`src/rtl/switch_allocator.sv`:
```
// Five-port switch allocator: per-output round-robin arbitration with
// packet-long grants, flit counting and destination backpressure.
module switch_allocator #(
   parameter int unsigned PACKET_FLITS = 12
) (
   input  logic        clk,
   input  logic        reset,
   input  logic [24:0] request,
   input  logic [4:0]  flit_valid,
   input  logic [4:0]  destination_full,
   output logic [24:0] grant,
   output logic [14:0] xbar_select,
   output logic [4:0]  stall
);

   localparam int unsigned NUM_PORTS = 5;
   localparam int unsigned SEL_W     = 3;
   localparam int unsigned CNT_W     = 8;
   localparam logic [CNT_W-1:0] LAST_FLIT = CNT_W'(PACKET_FLITS - 1);
   localparam logic [SEL_W-1:0] NO_SEL    = SEL_W'(7);
   localparam logic [SEL_W-1:0] LAST_PORT = SEL_W'(NUM_PORTS - 1);

   typedef enum logic {
      IDLE = 1'b0,
      BUSY = 1'b1
   } state_t;

   logic [NUM_PORTS-1:0] req_onehot;
   logic [NUM_PORTS-1:0] in_granted;
   logic [NUM_PORTS-1:0] col_req [NUM_PORTS];

   // Index step with wrap from the last port back to port 0
   function automatic logic [SEL_W-1:0] wrap_add(input logic [SEL_W-1:0] base,
                                                 input int unsigned step);
      return SEL_W'((32'(base) + step) % NUM_PORTS);
   endfunction

   // Qualify requests: exactly one output bit, and the input holds no grant yet
   always_comb begin
      in_granted = '0;
      for (int i = 0; i < NUM_PORTS; i++) begin
         req_onehot[i] = $onehot(request[NUM_PORTS*i +: NUM_PORTS]);
         for (int o = 0; o < NUM_PORTS; o++) begin
            in_granted[i] = in_granted[i] | grant[NUM_PORTS*o + i];
         end
      end
      for (int o = 0; o < NUM_PORTS; o++) begin
         for (int i = 0; i < NUM_PORTS; i++) begin
            col_req[o][i] = req_onehot[i] & request[NUM_PORTS*i + o] & ~in_granted[i];
         end
      end
   end

   // An input may send only while it owns an output whose downstream has room
   always_comb begin
      stall = '1;
      for (int o = 0; o < NUM_PORTS; o++) begin
         for (int i = 0; i < NUM_PORTS; i++) begin
            if (grant[NUM_PORTS*o + i] && !destination_full[o]) begin
               stall[i] = 1'b0;
            end
         end
      end
   end

   for (genvar o = 0; o < NUM_PORTS; o++) begin : g_out
      state_t               state_q, state_d;
      logic [SEL_W-1:0]     last_winner_q, last_winner_d;
      logic [CNT_W-1:0]     count_q, count_d;
      logic [NUM_PORTS-1:0] gnt_q, gnt_d;
      logic                 pick_found;
      logic [SEL_W-1:0]     pick_idx;
      logic [SEL_W-1:0]     scan_idx;
      logic                 xfer;
      logic [SEL_W-1:0]     sel;

      // Round-robin search beginning just after the previous winner
      always_comb begin
         pick_found = 1'b0;
         pick_idx   = '0;
         scan_idx   = '0;
         for (int unsigned k = 1; k <= NUM_PORTS; k++) begin
            scan_idx = wrap_add(last_winner_q, k);
            if (!pick_found && col_req[o][scan_idx]) begin
               pick_found = 1'b1;
               pick_idx   = scan_idx;
            end
         end
      end

      // A flit counts only when the owner sends it unstalled
      always_comb begin
         xfer = (state_q == BUSY) && flit_valid[last_winner_q] && !stall[last_winner_q];
      end

      // Next-state and next-grant for this output
      always_comb begin
         state_d       = state_q;
         last_winner_d = last_winner_q;
         count_d       = count_q;
         gnt_d         = gnt_q;
         case (state_q)
            IDLE: begin
               if (pick_found) begin
                  state_d       = BUSY;
                  last_winner_d = pick_idx;
                  count_d       = '0;
                  gnt_d         = NUM_PORTS'(1) << pick_idx;
               end
            end
            BUSY: begin
               if (xfer) begin
                  if (count_q == LAST_FLIT) begin
                     state_d = IDLE;
                     count_d = '0;
                     gnt_d   = '0;
                  end else begin
                     count_d = count_q + CNT_W'(1);
                  end
               end
            end
            default: begin
               state_d = IDLE;
               count_d = '0;
               gnt_d   = '0;
            end
         endcase
      end

      // State register; reset leaves input 0 first in line
      always_ff @(posedge clk or posedge reset) begin
         if (reset) begin
            state_q       <= IDLE;
            last_winner_q <= LAST_PORT;
            count_q       <= '0;
            gnt_q         <= '0;
         end else begin
            state_q       <= state_d;
            last_winner_q <= last_winner_d;
            count_q       <= count_d;
            gnt_q         <= gnt_d;
         end
      end

      // Crossbar mux select encoded from the registered grant column
      always_comb begin
         sel = NO_SEL;
         for (int i = 0; i < NUM_PORTS; i++) begin
            if (gnt_q[i]) begin
               sel = SEL_W'(i);
            end
         end
      end

      assign grant[NUM_PORTS*o +: NUM_PORTS] = gnt_q;
      assign xbar_select[SEL_W*o +: SEL_W]   = sel;
   end

endmodule
```
`config.mk`:
```
export PLATFORM = sky130hd
export DESIGN_NAME = switch_allocator
export DESIGN_NICKNAME = d
export VERILOG_FILES = /design/src/rtl/switch_allocator.sv
export SDC_FILE = /design/constraint.sdc
export NUM_CORES = 1
export LEC_CHECK = 0
export CAP_MARGIN = 20
export CORE_MARGIN = 3
export CORE_UTILIZATION = 46
export DETAILED_ROUTE_END_ITERATION = 6
export RECOVER_POWER = 100
export SLEW_MARGIN = 20
export SYNTH_ARGS = -nofsm -noshare
export SYNTH_HDL_FRONTEND = slang
export SYNTH_SLANG_ARGS = --single-unit
```
`constraint.sdc`:
```
create_clock -name clk -period 9.25 [get_ports clk]
set_input_delay 1.3875 -clock clk [delete_from_list [all_inputs] [get_ports clk]]
set_output_delay 1.3875 -clock clk [all_outputs]
set_load 0.1 [all_outputs]
```
==> impl_metrics.yaml, run 1 <==
worst_setup_path:
  worst-path-max-fanout: 32
  critPathKind: "reg2reg"
  r2r_cells: 19
  r2r_setup_slack_ns: 2.39
  path_common_cell: "ha_1"
  r2r_start: "g_out[1].last_winner_q[0]$_DFFE_PP0P_"
  slowest_delay_ns: 1.26
  critPathBufInv: 4
  critPathRequiredTime_ns: 9.55
  cp_cell_sequence: "buf_4, clkinv_1, ha_1, ha_1, o31ai_1, o31ai_1, xnor2_1, inv_1, ha_1, nor2b_1, a21oi_1, o21ai_0, nand2b_1, mux4_2, a22o_1, o41ai_1, nand2_1, inv_1, a22o_1"
  cp-end-kind: "flop"
  crit_path_end: "g_out[1].gnt_q[0]$_DFFE_PP0P_"
  regToRegEndpoint: "g_out[1].gnt_q[0]$_DFFE_PP0P_"
  critPathLaunch: "g_out[1].last_winner_q[0]$_DFFE_PP0P_"
  cp.depth: 19
  path_delay_family: "compound AO/OA/AOI/OAI gates"
  slowest_stage: "o41ai_1"
  worstPathArrival_ns: 7.15
  startpoint_type: "flop"
yosys:
  yosysUniqueCellTypes: 140
  avgSynthCellArea_um2: 7.96
  synth.cell_area_um2: 14000
  yosysSeqAreaShare_pct: 15.2
  async_flop_share_pct: 100
  synth-edff-count: 0
  syn_nets: 1928
  ys_seq_elements: 85
  syn_inst: 1760
  synth-warning-count: 0
  synth_ff_type: "dfrtp_1"
clock_tree:
  post_cts_buffers: 0
  clkLatencyLatePin_ns: 0.36
  cts_hold_buffers: 0
  cts_htree_levels: 3
  clk_pin_slew_ns: 0.08
  ctsRootBufferMaster: "clkbuf_16"
  clkSinkCount: 85
  numCtsBuffers: 9
  cts_resized: 0
  cts_buffer_depth: 2
  tritoncts: "yes"
finish:
  layout-drive-gt1-share_pct: 8.86
  multi_input_area_um2: 10900
  final_cell_mix: "147 x nand2_1, 132 x nor2_1, 122 x inv_1"
  regArea_um2: 2130
  n_antenna_cell: 0
  area_growth_pct: 8.35
  nNetsFinal: 1957
  final_cell_area_um2: 15200
  fillers: 2893
  layout_commonest_cell: "nand2_1"
route:
  routed_wl_um: 43000
  wire_per_inst_um: 19.7
  first_pass_iters: 7
  via_per_inst: 6.34
  drtAntennaViolNets: 0
  drc_errors: 0
  route.vias.total: 13800
  first_iter_violations: 1242
status:
  status: "finished, violations left"
  violations: "max-capacitance violations, max-slew violations"
timing:
  slew_headroom_pct: -72.8
  setup_ws_ns: 2.39
  timing.fmax_mhz: 146
  skew_ns: 0.0149
  setup_violations: 0
  worst_slew_pin_slew_ns: 2.59
  finalCritPeriodShare_pct: 74.1
  finalMaxSlewViolations: 88
  hold_viol: 0
  finalSetupTns_ns: 0
  rsz0062_at_grt: "false"
  fin_crit_ns: 6.86
placement:
  dpl_worst_slack_ns: 2.97
  globalplace.congestion: 0.947
  place_hpwl_um: 33100
  dpl_cell_area_um2: 15000
  portBuffers: 81
power:
  leakagePower_nw: 6.20
  vdd_drop_max_uv: 549
  cellPowerDensity_nw_per_um2: 382
grt:
  grt_pass1_wl_um: 69100
  grt_pass1_vias: 12900
  grt-ovfl-total: 0
  antenna_found_initial: 2
  grt_max_degree: 47
  grtUsageTotal_pct: 25.5
die:
  pin_count: 82
  die_area_um2: 32600
  core_area_um2: 29900
  start_util_pct: 46.9
  chipWidth_um: 181
  rows: 63
  die_h_um: 181
flow_run:
  maxCapViolations: 2
worst_hold_path:
  hold_class: "reg2reg"
==> how the worst min path moves through the flow <==
stage / startpoint / to / slack (ns) / cells after the start
2_1_floorplan: g_out[0].count_q[7]$_DFFE_PP0P_ / g_out[0].count_q[7]$_DFFE_PP0P_ / 0.44 / 1
3_3_place_gp: g_out[0].count_q[7]$_DFFE_PP0P_ / g_out[0].count_q[7]$_DFFE_PP0P_ / 0.48 / 1
3_5_place_dp: g_out[0].count_q[7]$_DFFE_PP0P_ / g_out[0].count_q[7]$_DFFE_PP0P_ / 0.48 / 1
4_1_cts: g_out[0].count_q[7]$_DFFE_PP0P_ / g_out[0].count_q[7]$_DFFE_PP0P_ / 0.49 / 1
5_1_grt: g_out[0].count_q[7]$_DFFE_PP0P_ / g_out[0].count_q[7]$_DFFE_PP0P_ / 0.51 / 1
6_report: g_out[0].count_q[7]$_DFFE_PP0P_ / g_out[0].count_q[7]$_DFFE_PP0P_ / 0.49 / 1
==> cells by family after synthesis <==
family	count (synthesis)	share of synthesized area [%]
AO/OA/AOI/OAI	545	28.8
XOR/XNOR	63	4.55
adder cells (fa/ha/maj)	134	12.5
buffers and inverters	207	6.38
flip-flops	85	15.2
multiplexers	79	7.12
AND/OR/NAND/NOR	647	25.5
==> cells in the mapped netlist, types with 20 or more instances <==
cell type,instances,share of area [%]
a211oi_1,27,1.4
a21oi_1,78,2.8
and2_1,20,0.89
and3_1,32,1.4
buf_2,22,0.79
clkbuf_1,25,0.67
dfrtp_1,80,14
ha_1,121,11
inv_1,123,3.3
mux2i_1,44,3.1
nand2_1,146,3.9
nand2b_1,47,2.1
nand3_1,58,2.1
nand4_1,25,1.1
nor2_1,132,3.5
nor2b_1,20,0.89
nor3_1,44,1.6
o211ai_1,20,1.1
o21ai_0,114,4.1
o22ai_1,24,1.1
o31ai_1,23,1.2
xnor2_1,40,2.5
==> registers in the layout, indices dropped and copies added, names as in the netlist <==
name and cells:
g_out.gnt_q 25, g_out.count_q 40, g_out.state_q 5, g_out.last_winner_q 15
==> routing by layer <==
metal	wire length, um	GRT usage (%)	vias to the layer above
met2	18900	39.8	457
met5	0	0	-
li1	-	-	6632
met1	20800	38.0	6693
met4	915	6.57	0
met3	2480	2.28	54
==> per-stage QoR <==
stage	cells	utilization [%]	power (mW)	hold slack, ns
global route	2184	50.8	6.26	0.512
detailed placement	2168	50.2	5.46	0.478
global placement	2168	50.2	5.41	0.476
finish	2184	50.8	5.80	0.493
floorplan	1760	-	4.46	0.442
CTS	2184	51.2	5.88	0.488
==> layout make-up <==
| class | count | share of cell area (%) |
|---|---|---|
| clock buffers | 9 | 1.48 |
| repair buffers | 88 | 5.66 |
| clock inverters | 7 | 0.618 |
| multi-input cells | 1468 | 71.6 |
| well taps | 390 | 3.21 |
| flip-flops and latches | 85 | 14.0 |
| inverters | 137 | 3.39 |
==> report_power, final <==
part           internal, mW  total, mW  switching [mW]
Combinational          1.59       4.69            3.09
Sequential            0.477      0.717           0.240
Clock                 0.217      0.394           0.178
No activity file was read; power rests on OpenSTA's default activity.
==> inputs of run 2 (changes only) <==
--- a/config.mk
+++ b/config.mk
@@ -9,6 +9,7 @@
 export CORE_MARGIN = 3
 export CORE_UTILIZATION = 46
 export DETAILED_ROUTE_END_ITERATION = 6
+export PLACE_DENSITY = 0.67
 export RECOVER_POWER = 100
 export SLEW_MARGIN = 20
 export SYNTH_ARGS = -nofsm -noshare
==> constraint.sdc (replaced) <==
create_clock -name clk -period 5.65 [get_ports clk]
set_input_delay 0.8475 -clock clk [delete_from_list [all_inputs] [get_ports clk]]
set_output_delay 0.8475 -clock clk [all_outputs]
set_load 0.1 [all_outputs]
==> run 2 against run 1 <==
Against the previous run:
- the run still ends with max-capacitance violations, max-slew violations left
- global-route usage is 0.34 points higher
- sequential share of layout area is 0.28 points lower
- clock-buffer cell count unchanged
- worst setup slack lost 2.1 ns
- core utilization up 1.0 points
- power is 67% higher
- largest cell class unchanged
- critical endpoint is now g_out[0].count_q[6]$_DFFE_PP0P_
- first-iteration DRC count is 18% higher
==> impl_metrics.yaml, run 2 (synthesis results as in run 1) <==
clock_tree:
  clk_pin_slew_ns: 0.07
  clkLatencyLatePin_ns: 0.37
  cts_buffer_depth: 2
  tritoncts: "yes"
  ctsRootBufferMaster: "clkbuf_16"
  numCtsBuffers: 9
  clkSinkCount: 85
  cts_hold_buffers: 0
  cts_htree_levels: 3
route:
  routed_wl_um: 43800
  first_iter_violations: 1461
  wire_per_inst_um: 19.7
  route.vias.total: 14200
  via_per_inst: 6.40
  drc_errors: 0
  first_pass_iters: 5
  drtAntennaViolNets: 0
grt:
  grt_max_degree: 46
  antenna_found_initial: 0
  grtUsageTotal_pct: 25.9
  use_met3_pct: 4.26
  grtUsageMet2_pct: 40.9
  grtUsageMet1_pct: 35.8
  grt-ovfl-total: 0
  grt_pass1_vias: 13300
  grt_busiest_layer: "met2"
  grt_pass1_wl_um: 70200
die:
  core_area_um2: 29900
  start_util_pct: 46.9
  die_area_um2: 32600
  pin_count: 82
  chipWidth_um: 181
  rows: 63
  die_h_um: 181
worst_hold_path:
  hold_class: "reg2reg"
  whs_path_depth: 1
placement:
  portBuffers: 81
  place_hpwl_um: 33700
  dpl_worst_slack_ns: 0.188
  globalplace.congestion: 0.982
timing:
  holdWs_ns: 0.486
  skew_ns: 0.0134
  finalSetupTns_ns: 0
  finalMaxSlewViolations: 88
  setup_violations: 0
  slew_headroom_pct: -73.4
  timing.fmax_mhz: 188
  setup_ws_ns: 0.342
  rsz0062_at_grt: "false"
  finalCritPeriodShare_pct: 93.9
  fin_crit_ns: 5.31
  worst_slew_pin_slew_ns: 2.60
  hold_viol: 0
status:
  status: "finished, violations left"
  violations: "max-capacitance violations, max-slew violations"
finish:
  layout-drive-gt1-share_pct: 11.3
  reg.largest.list: "g_out.count_q (40), g_out.gnt_q (25), g_out.last_winner_q (15)"
  nNetsFinal: 1990
  regMostFlops: "g_out.count_q"
  largest_reg_flops: 40
  layout_commonest_cell: "nand2_1"
  final_cell_mix: "146 x nand2_1, 132 x nor2_1, 123 x o21ai_0"
  area_growth_pct: 10.6
power:
  vdd_drop_max_uv: 839
  cellPowerDensity_nw_per_um2: 624
  leakagePower_nw: 6.38
worst_setup_path:
  worst-path-max-fanout: 13
  r2r_cells: 15
  critPathKind: "in2reg"
  worstPathArrival_ns: 5.61
  critPathRequiredTime_ns: 5.95
  startpoint_type: "primary input"
  cp-end-kind: "flop"
flow_run:
  maxCapViolations: 2
run 2: worst paths after layout:
path,start,end,slack [ns]
max,request[15],g_out[0].count_q[6]$_DFFE_PP0P_,0.34
min,g_out[0].count_q[7]$_DFFE_PP0P_,g_out[0].count_q[7]$_DFFE_PP0P_,0.49
max reg2reg,g_out[2].last_winner_q[1]$_DFFE_PP0P_,g_out[2].gnt_q[0]$_DFFE_PP0P_,0.35
min reg2reg,g_out[0].count_q[7]$_DFFE_PP0P_,g_out[0].count_q[7]$_DFFE_PP0P_,0.49
max in group asynchronous,reset,g_out[3].count_q[6]$_DFFE_PP0P_,1.16
min in group asynchronous,reset,g_out[0].count_q[4]$_DFFE_PP0P_,1.39
run 2: timing repair:
item                       CTS  global route
gates resized for setup      0             2
setup endpoints to repair    0             9
buffers inserted             0             0
run 2: power by group:
group          switching [mW]  leakage (nW)  internal, mW  total [mW]
sequential              0.409          1.08         0.780        1.19
combinational            5.13          5.16          2.75        7.88
clock                   0.295         0.142         0.310       0.605
total                    5.84          6.38          3.84        9.68
run 2: metrics by stage:
| stage | total power [mW] | std cells | instance area [um^2] | utilization (%) |
|---|---|---|---|---|
| 3_3_place_gp | 8.93 | 2201 | 15200 | 51.0 |
| 5_1_grt | 10.4 | 2217 | 15500 | 51.9 |
| 6_report | 9.68 | 2218 | 15500 | 51.9 |
| 3_5_place_dp | 9.04 | 2201 | 15200 | 51.0 |
| 4_1_cts | 9.69 | 2217 | 15500 | 52.0 |
| 2_1_floorplan | 7.31 | 1760 | 14000 | - |
run 2: final cells by class:
type | count | area (um^2)
Clock buffer | 9 | 225
Sequential cell | 85 | 2130
Clock inverter | 7 | 63.8
Multi-Input combinational cell | 1468 | 11000
Timing Repair Buffer | 121 | 1100
Inverter | 137 | 515
Fill cell | 2854 | 14400
Antenna cell | 1 | 2.50
Tap cell | 390 | 488
run 2: routing by layer:
layer  routed length [um]  part of all wire (%)
met5                    0                     0
met1                19400                    44
met2                19500                    45
met4                 1510                   3.4
met3                 3290                   7.5
run 2: worst max-delay path: stages:
cell,delay [ns]
clkdlybuf4s50_1,0.51
fa_1,0.56
inv_1,0.05
fa_1,0.35
inv_1,0.06
ha_1,0.22
nor4_1,0.48
buf_4,0.24
and3_1,0.31
o21ai_0,0.16
a211oi_1,0.30
o21ai_0,0.23
o21ai_0,0.19
or3b_1,0.22
or2_4,0.16
mux2i_4,0.11
or4_1,0.54
nand3_1,0.09
==> inputs of run 3 (changes only) <==
--- a/config.mk
+++ b/config.mk
@@ -9,8 +9,8 @@
 export CORE_MARGIN = 3
 export CORE_UTILIZATION = 46
 export DETAILED_ROUTE_END_ITERATION = 6
+export GPL_TIMING_DRIVEN = 0
 export PLACE_DENSITY = 0.67
-export RECOVER_POWER = 100
 export SLEW_MARGIN = 20
 export SYNTH_ARGS = -nofsm -noshare
 export SYNTH_HDL_FRONTEND = slang
==> run 3 against run 2 <==
Against the previous run:
- the run now ends clean
- worst setup slack lost 0.054 ns
- wire length grew 2.5%
- register-to-register slack lost 0.06 ns
- die area is the same
- clock-buffer cell count is the same
- clock skew shrank 0.00056 ns
- final cell count grew 1.7%
- design area grew 2.6%
- maximum frequency shrank 1.0%
- global-route usage grew 0.86 points
- power grew 2.8%
- critical path type is now reg2reg
- largest cell class unchanged
==> impl_metrics.yaml, run 3 (synthesis results as in run 1) <==
die:
  rows: 63
  die_area_um2: 32600
  die_h_um: 181
  core_area_um2: 29900
  chipWidth_um: 181
  start_util_pct: 46.9
  pin_count: 82
timing:
  hold_viol: 0
  setup_ws_ns: 0.288
  fin_crit_ns: 5.36
  worst_slew_pin_slew_ns: 1.02
  finalMaxSlewViolations: 0
  setup_violations: 0
  skew_ns: 0.0129
  slew_headroom_pct: 31.7
  finalCritPeriodShare_pct: 94.9
  timing.fmax_mhz: 187
clock_tree:
  clkLatencyLatePin_ns: 0.36
  clk_pin_slew_ns: 0.07
  tritoncts: "yes"
  ctsRootBufferMaster: "clkbuf_16"
  cts_hold_buffers: 0
  clkSinkCount: 85
  cts_htree_levels: 3
  numCtsBuffers: 9
  cts_buffer_depth: 2
finish:
  post-route-util_pct: 53.2
  area_growth_pct: 13.4
  largest_reg_flops: 40
  fillers: 2832
  final_cell_area_um2: 15900
  nNetsFinal: 2029
  regMostFlops: "g_out.count_q"
  layout_commonest_cell: "nand2_1"
  n_antenna_cell: 0
  layout-drive-gt1-share_pct: 13.3
  final_cell_mix: "146 x nand2_1, 132 x nor2_1, 122 x inv_1"
  stdcell_count: 2256
  reg.largest.list: "g_out.count_q (40), g_out.gnt_q (25), g_out.last_winner_q (15)"
route:
  routed_wl_um: 44900
  first_pass_iters: 6
  route.vias.total: 14300
  drtAntennaViolNets: 0
  drc_errors: 0
  via_per_inst: 6.33
  wire_per_inst_um: 19.9
  first_iter_violations: 1234
worst_setup_path:
  r2r_setup_slack_ns: 0.29
  cp-end-kind: "flop"
  cp.depth: 22
  regToRegEndpoint: "g_out[4].gnt_q[0]$_DFFE_PP0P_"
  crit_path_end: "g_out[4].gnt_q[0]$_DFFE_PP0P_"
  path_common_cell: "ha_1"
  critPathLaunch: "g_out[4].last_winner_q[0]$_DFFE_PP0P_"
  slowest_stage: "dfrtp_1"
  critPathRequiredTime_ns: 5.87
  worst-path-max-fanout: 10
  startpoint_type: "flop"
  cp_cell_sequence: "buf_2, clkbuf_4, buf_2, inv_1, ha_1, ha_1, o31ai_1, o31ai_2, xnor2_2, buf_4, ha_1, inv_1, a32oi_1, a2bb2oi_2, buf_4, or3_1, a21oi_1, mux2i_1, and3b_1, o21bai_1, a22oi_1, o21ai_0"
  r2r_start: "g_out[4].last_winner_q[0]$_DFFE_PP0P_"
  worstPathArrival_ns: 5.58
  slowest_delay_ns: 0.44
  critPathKind: "reg2reg"
  r2r_cells: 22
  critPathBufInv: 7
  path_delay_family: "compound AO/OA/AOI/OAI gates"
worst_hold_path:
  hold_class: "reg2reg"
  whs_path_depth: 1
placement:
  dpl_worst_slack_ns: -0.438
  portBuffers: 81
  placedCellCount: 2233
  dpl_cell_area_um2: 15400
  place_hpwl_um: 34600
  globalplace.congestion: 0.948
power:
  power_mw: 9.95
  pwr-share-comb_pct: 82.3
  vdd_drop_max_uv: 889
  switching_share_pct: 59.8
  clock_power_share_pct: 6.2
  cellPowerDensity_nw_per_um2: 626
  seqPwrFrac_pct: 11.5
  power.internal_mw: 4.00
  leakagePower_nw: 6.48
  switchingPower_mw: 5.95
grt:
  grt_pass1_vias: 13300
  antenna_found_initial: 0
  grt_max_degree: 45
  grt_pass1_wl_um: 72100
  grt-ovfl-total: 0
  grtUsageTotal_pct: 26.7
flow_run:
  maxCapViolations: 0
status:
  status: "finished, final reports clean"
-- run 3: cell types whose count changed in the layout (fill, tap and decap cells not counted), moves of 5 or more --
cell | previous run | this run
o21ai_1 | 7 | 17
clkbuf_4 | 0 | 5
o21ai_0 | 123 | 113
buf_4 | 38 | 20
buf_6 | 0 | 6
clkbuf_1 | 1 | 20
buf_2 | 0 | 23
dlygate4sd3_1 | 46 | 0
clkdlybuf4s50_1 | 35 | 81
-- run 3: final cells by class --
class / count / area (um^2) / area share, %
inverters: 137 / 528 / 3.32
clock buffers: 9 / 225 / 1.42
repair buffers: 91 / 926 / 5.82
clock inverters: 7 / 77.6 / 0.488
multi-input cells: 1468 / 11100 / 69.9
flip-flops and latches: 85 / 2130 / 13.4
plain buffers: 69 / 399 / 2.51
well taps: 390 / 488 / 3.07
-- run 3: worst reg2reg max path: stages (launching register included) --
cell and delay, ns:
dfrtp_1 0.44, buf_2 0.22, clkbuf_4 0.25, buf_2 0.28, inv_1 0.16, ha_1 0.44, ha_1 0.31, o31ai_1 0.36
o31ai_2 0.18, xnor2_2 0.20, buf_4 0.15, ha_1 0.14, inv_1 0.05, a32oi_1 0.19, a2bb2oi_2 0.13, buf_4 0.16
or3_1 0.30, a21oi_1 0.16, mux2i_1 0.13, and3b_1 0.29, o21bai_1 0.09, a22oi_1 0.44, o21ai_0 0.17
-- run 3: timing repair --
item | in CTS | in global routing
setup buffers | 0 | 8
resized for setup | 9 | 34
pin swaps | 0 | 3
setup endpoints to repair | 49 | 67
gates cloned | 0 | 0
-- run 3: power by group through the flow --
stage          clock network, mW  registers [mW]  logic (mW)
2_1_floorplan                  0            1.38        5.93
3_3_place_gp                   0            1.13        7.87
3_5_place_dp                   0            1.13        7.98
4_1_cts                    0.630            1.13        8.03
5_1_grt                    0.648            1.16        8.89
6_report                   0.619            1.14        8.19
-- run 3: how the worst min path moves through the flow --
| stage | to | start |
|---|---|---|
| 6_report | g_out[4].count_q[7]$_DFFE_PP0P_ | g_out[4].count_q[7]$_DFFE_PP0P_ |
| 5_1_grt | g_out[4].count_q[7]$_DFFE_PP0P_ | g_out[4].count_q[7]$_DFFE_PP0P_ |
| 4_1_cts | g_out[0].count_q[7]$_DFFE_PP0P_ | g_out[0].count_q[7]$_DFFE_PP0P_ |
| 3_5_place_dp | g_out[0].count_q[7]$_DFFE_PP0P_ | g_out[0].count_q[7]$_DFFE_PP0P_ |
| 3_3_place_gp | g_out[0].count_q[7]$_DFFE_PP0P_ | g_out[0].count_q[7]$_DFFE_PP0P_ |
| 2_1_floorplan | g_out[0].count_q[7]$_DFFE_PP0P_ | g_out[0].count_q[7]$_DFFE_PP0P_ |
-- run 3: per-stage QoR --
stage	hold WS [ns]	TNS (ns)
floorplan	0.442	0
global placement	0.471	-8.85
detailed placement	0.468	-14.39
CTS	0.488	0
global route	0.530	-0.0300
finish	0.489	0
-- run 3: routing by layer --
layer	vias to the layer above	track usage, %	wire length, um
met4	0	8.01	1470
met5	-	0	0
met3	101	3.53	2630
met1	6920	36.9	20200
li1	6779	-	-
met2	478	43.6	20600
==> patch, RTL diff (config.mk and constraints of run 3) <==
Set the localparam `CNT_W` to 9 (it was 8).
--- a/src/rtl/switch_allocator.sv
+++ b/src/rtl/switch_allocator.sv
@@ -15,7 +15,7 @@
 
    localparam int unsigned NUM_PORTS = 5;
    localparam int unsigned SEL_W     = 3;
-   localparam int unsigned CNT_W     = 8;
+   localparam int unsigned CNT_W     = 9;
    localparam logic [CNT_W-1:0] LAST_FLIT = CNT_W'(PACKET_FLITS - 1);
    localparam logic [SEL_W-1:0] NO_SEL    = SEL_W'(7);
    localparam logic [SEL_W-1:0] LAST_PORT = SEL_W'(NUM_PORTS - 1);
Function: not settled (the Yosys comparison gave no result); the edit may change what the design does.
==> patch against run 3 <==
  * The flow now finishes with violations (DRC)
  * Area after synthesis rose by 0.66%
  * Worst setup slack got worse by 240 ps
  * Wire length grew 4.2%
  * Sequential share of layout area is 0.25 points higher
  * Design area increased by 4.1%
  * Sequential cell count up 5
  * Power fell by 13%
  * Synthesized cell count increased by 4.9%
  * Critical path type is now primary input to flip-flop
  * Critical endpoint is now g_out[4].gnt_q[3]
  * Largest cell class unchanged
  * Highest routed layer is now met5
==> patch: results (changes against run 3) <==
min_to: "g_out[1].count_q[8]"
post_cts_buffers: 1  # +1
grt_max_degree: 61  # +36%
vias_per_cell: 6.434  # +1.7%
synth_area_leaders: "dfrtp_1 (15%), ha_1 (12%), a21oi_1 (4.0%)"
grt_pass1_vias: 14121  # +5.8%
status: "complete, but fails checks"
syn_nets: 2026  # +5.1%
synth_compound_area_frac: 0.2992  # +0.01106
grt.total_usage: 0.2715  # +0.004427
antenna_found_initial: 2  # +2
dp_hpwl_mm: 36.27  # +4.8%
crit_end: "g_out[4].gnt_q[3]"
fillers: 2811  # -0.74%
largest_reg_flops: 45  # +13%
synthMuxAreaShare: 0.06509  # -0.006143
min_from: "g_out[1].count_q[8]"
r2r-start: "g_out[3].last_winner_q[2]"
worstReg2RegEnd: "g_out[3].gnt_q[3]"
fin_crit_sh: 0.9922  # +0.04324
slowest_delay_ps: 780  # +340 ps
drc: 6  # +6
power.switching_w: 0.005064  # -15%
violations: "DRC"
cp_top_family: "simple AND/OR/NAND/NOR gates"
startpoint: "request[20]"
grt_pass1_wl_mm: 73.97  # +2.6%
layout.nets: 2156  # +6.3%
syn-cell-area_mm2: 0.01411  # +0.66%
drt_iter0_markers: 1328  # +7.6%
worstPathArrival_ps: 5850  # +270 ps
cts_resized: 51  # +42
patch: layer usage:
layer	GRT usage	vias to the layer above	part of all wire
met5	0	-	0.00045
met4	0.1106	4	0.047
met3	0.05798	140	0.076
met2	0.4309	610	0.44
met1	0.3595	7254	0.43
li1	-	7247	-
patch: per-stage QoR:
| stage | util | total power (W) | TNS [ps] | cells |
|---|---|---|---|---|
| after floorplan | - | 0.005993 | 0 | 1846 |
| after global placement | 0.5148 | 0.007349 | -66610 | 2317 |
| after global routing | 0.5528 | 0.009258 | -238.3 | 2371 |
| after CTS | 0.5361 | 0.008271 | 0 | 2339 |
| after detailed placement | 0.5185 | 0.007469 | -69860 | 2322 |
| final | 0.5528 | 0.008628 | 0 | 2371 |
patch: kinds of logic (layout without fill, tap and decap cells):
group	after synthesis	after routing
compound gates	602	602
xor+xnor	56	56
fa+ha+maj	145	145
buf+inv	204	339
flops	90	90
mux	78	78
simple gates	671	671
patch: layout make-up:
| cell class | instances | share of cell area |
|---|---|---|
| multi-input combinational | 1552 | 0.6946 |
| sequential | 90 | 0.1368 |
| timing repair buffer | 122 | 0.06862 |
| inverter | 133 | 0.03166 |
| tap | 390 | 0.02947 |
| buffer | 68 | 0.02003 |
| clock buffer | 9 | 0.01360 |
| clock inverter | 7 | 0.005290 |
patch: power groups by stage:
stage	Sequential (W)	Clock, W	Combinational (W)
after global routing	0.00117	0.000687	0.00740
after CTS	0.00114	0.000657	0.00647
final	0.00115	0.000647	0.00683
after detailed placement	0.00114	0	0.00633
after global placement	0.00114	0	0.00621
after floorplan	0.00142	0	0.00457
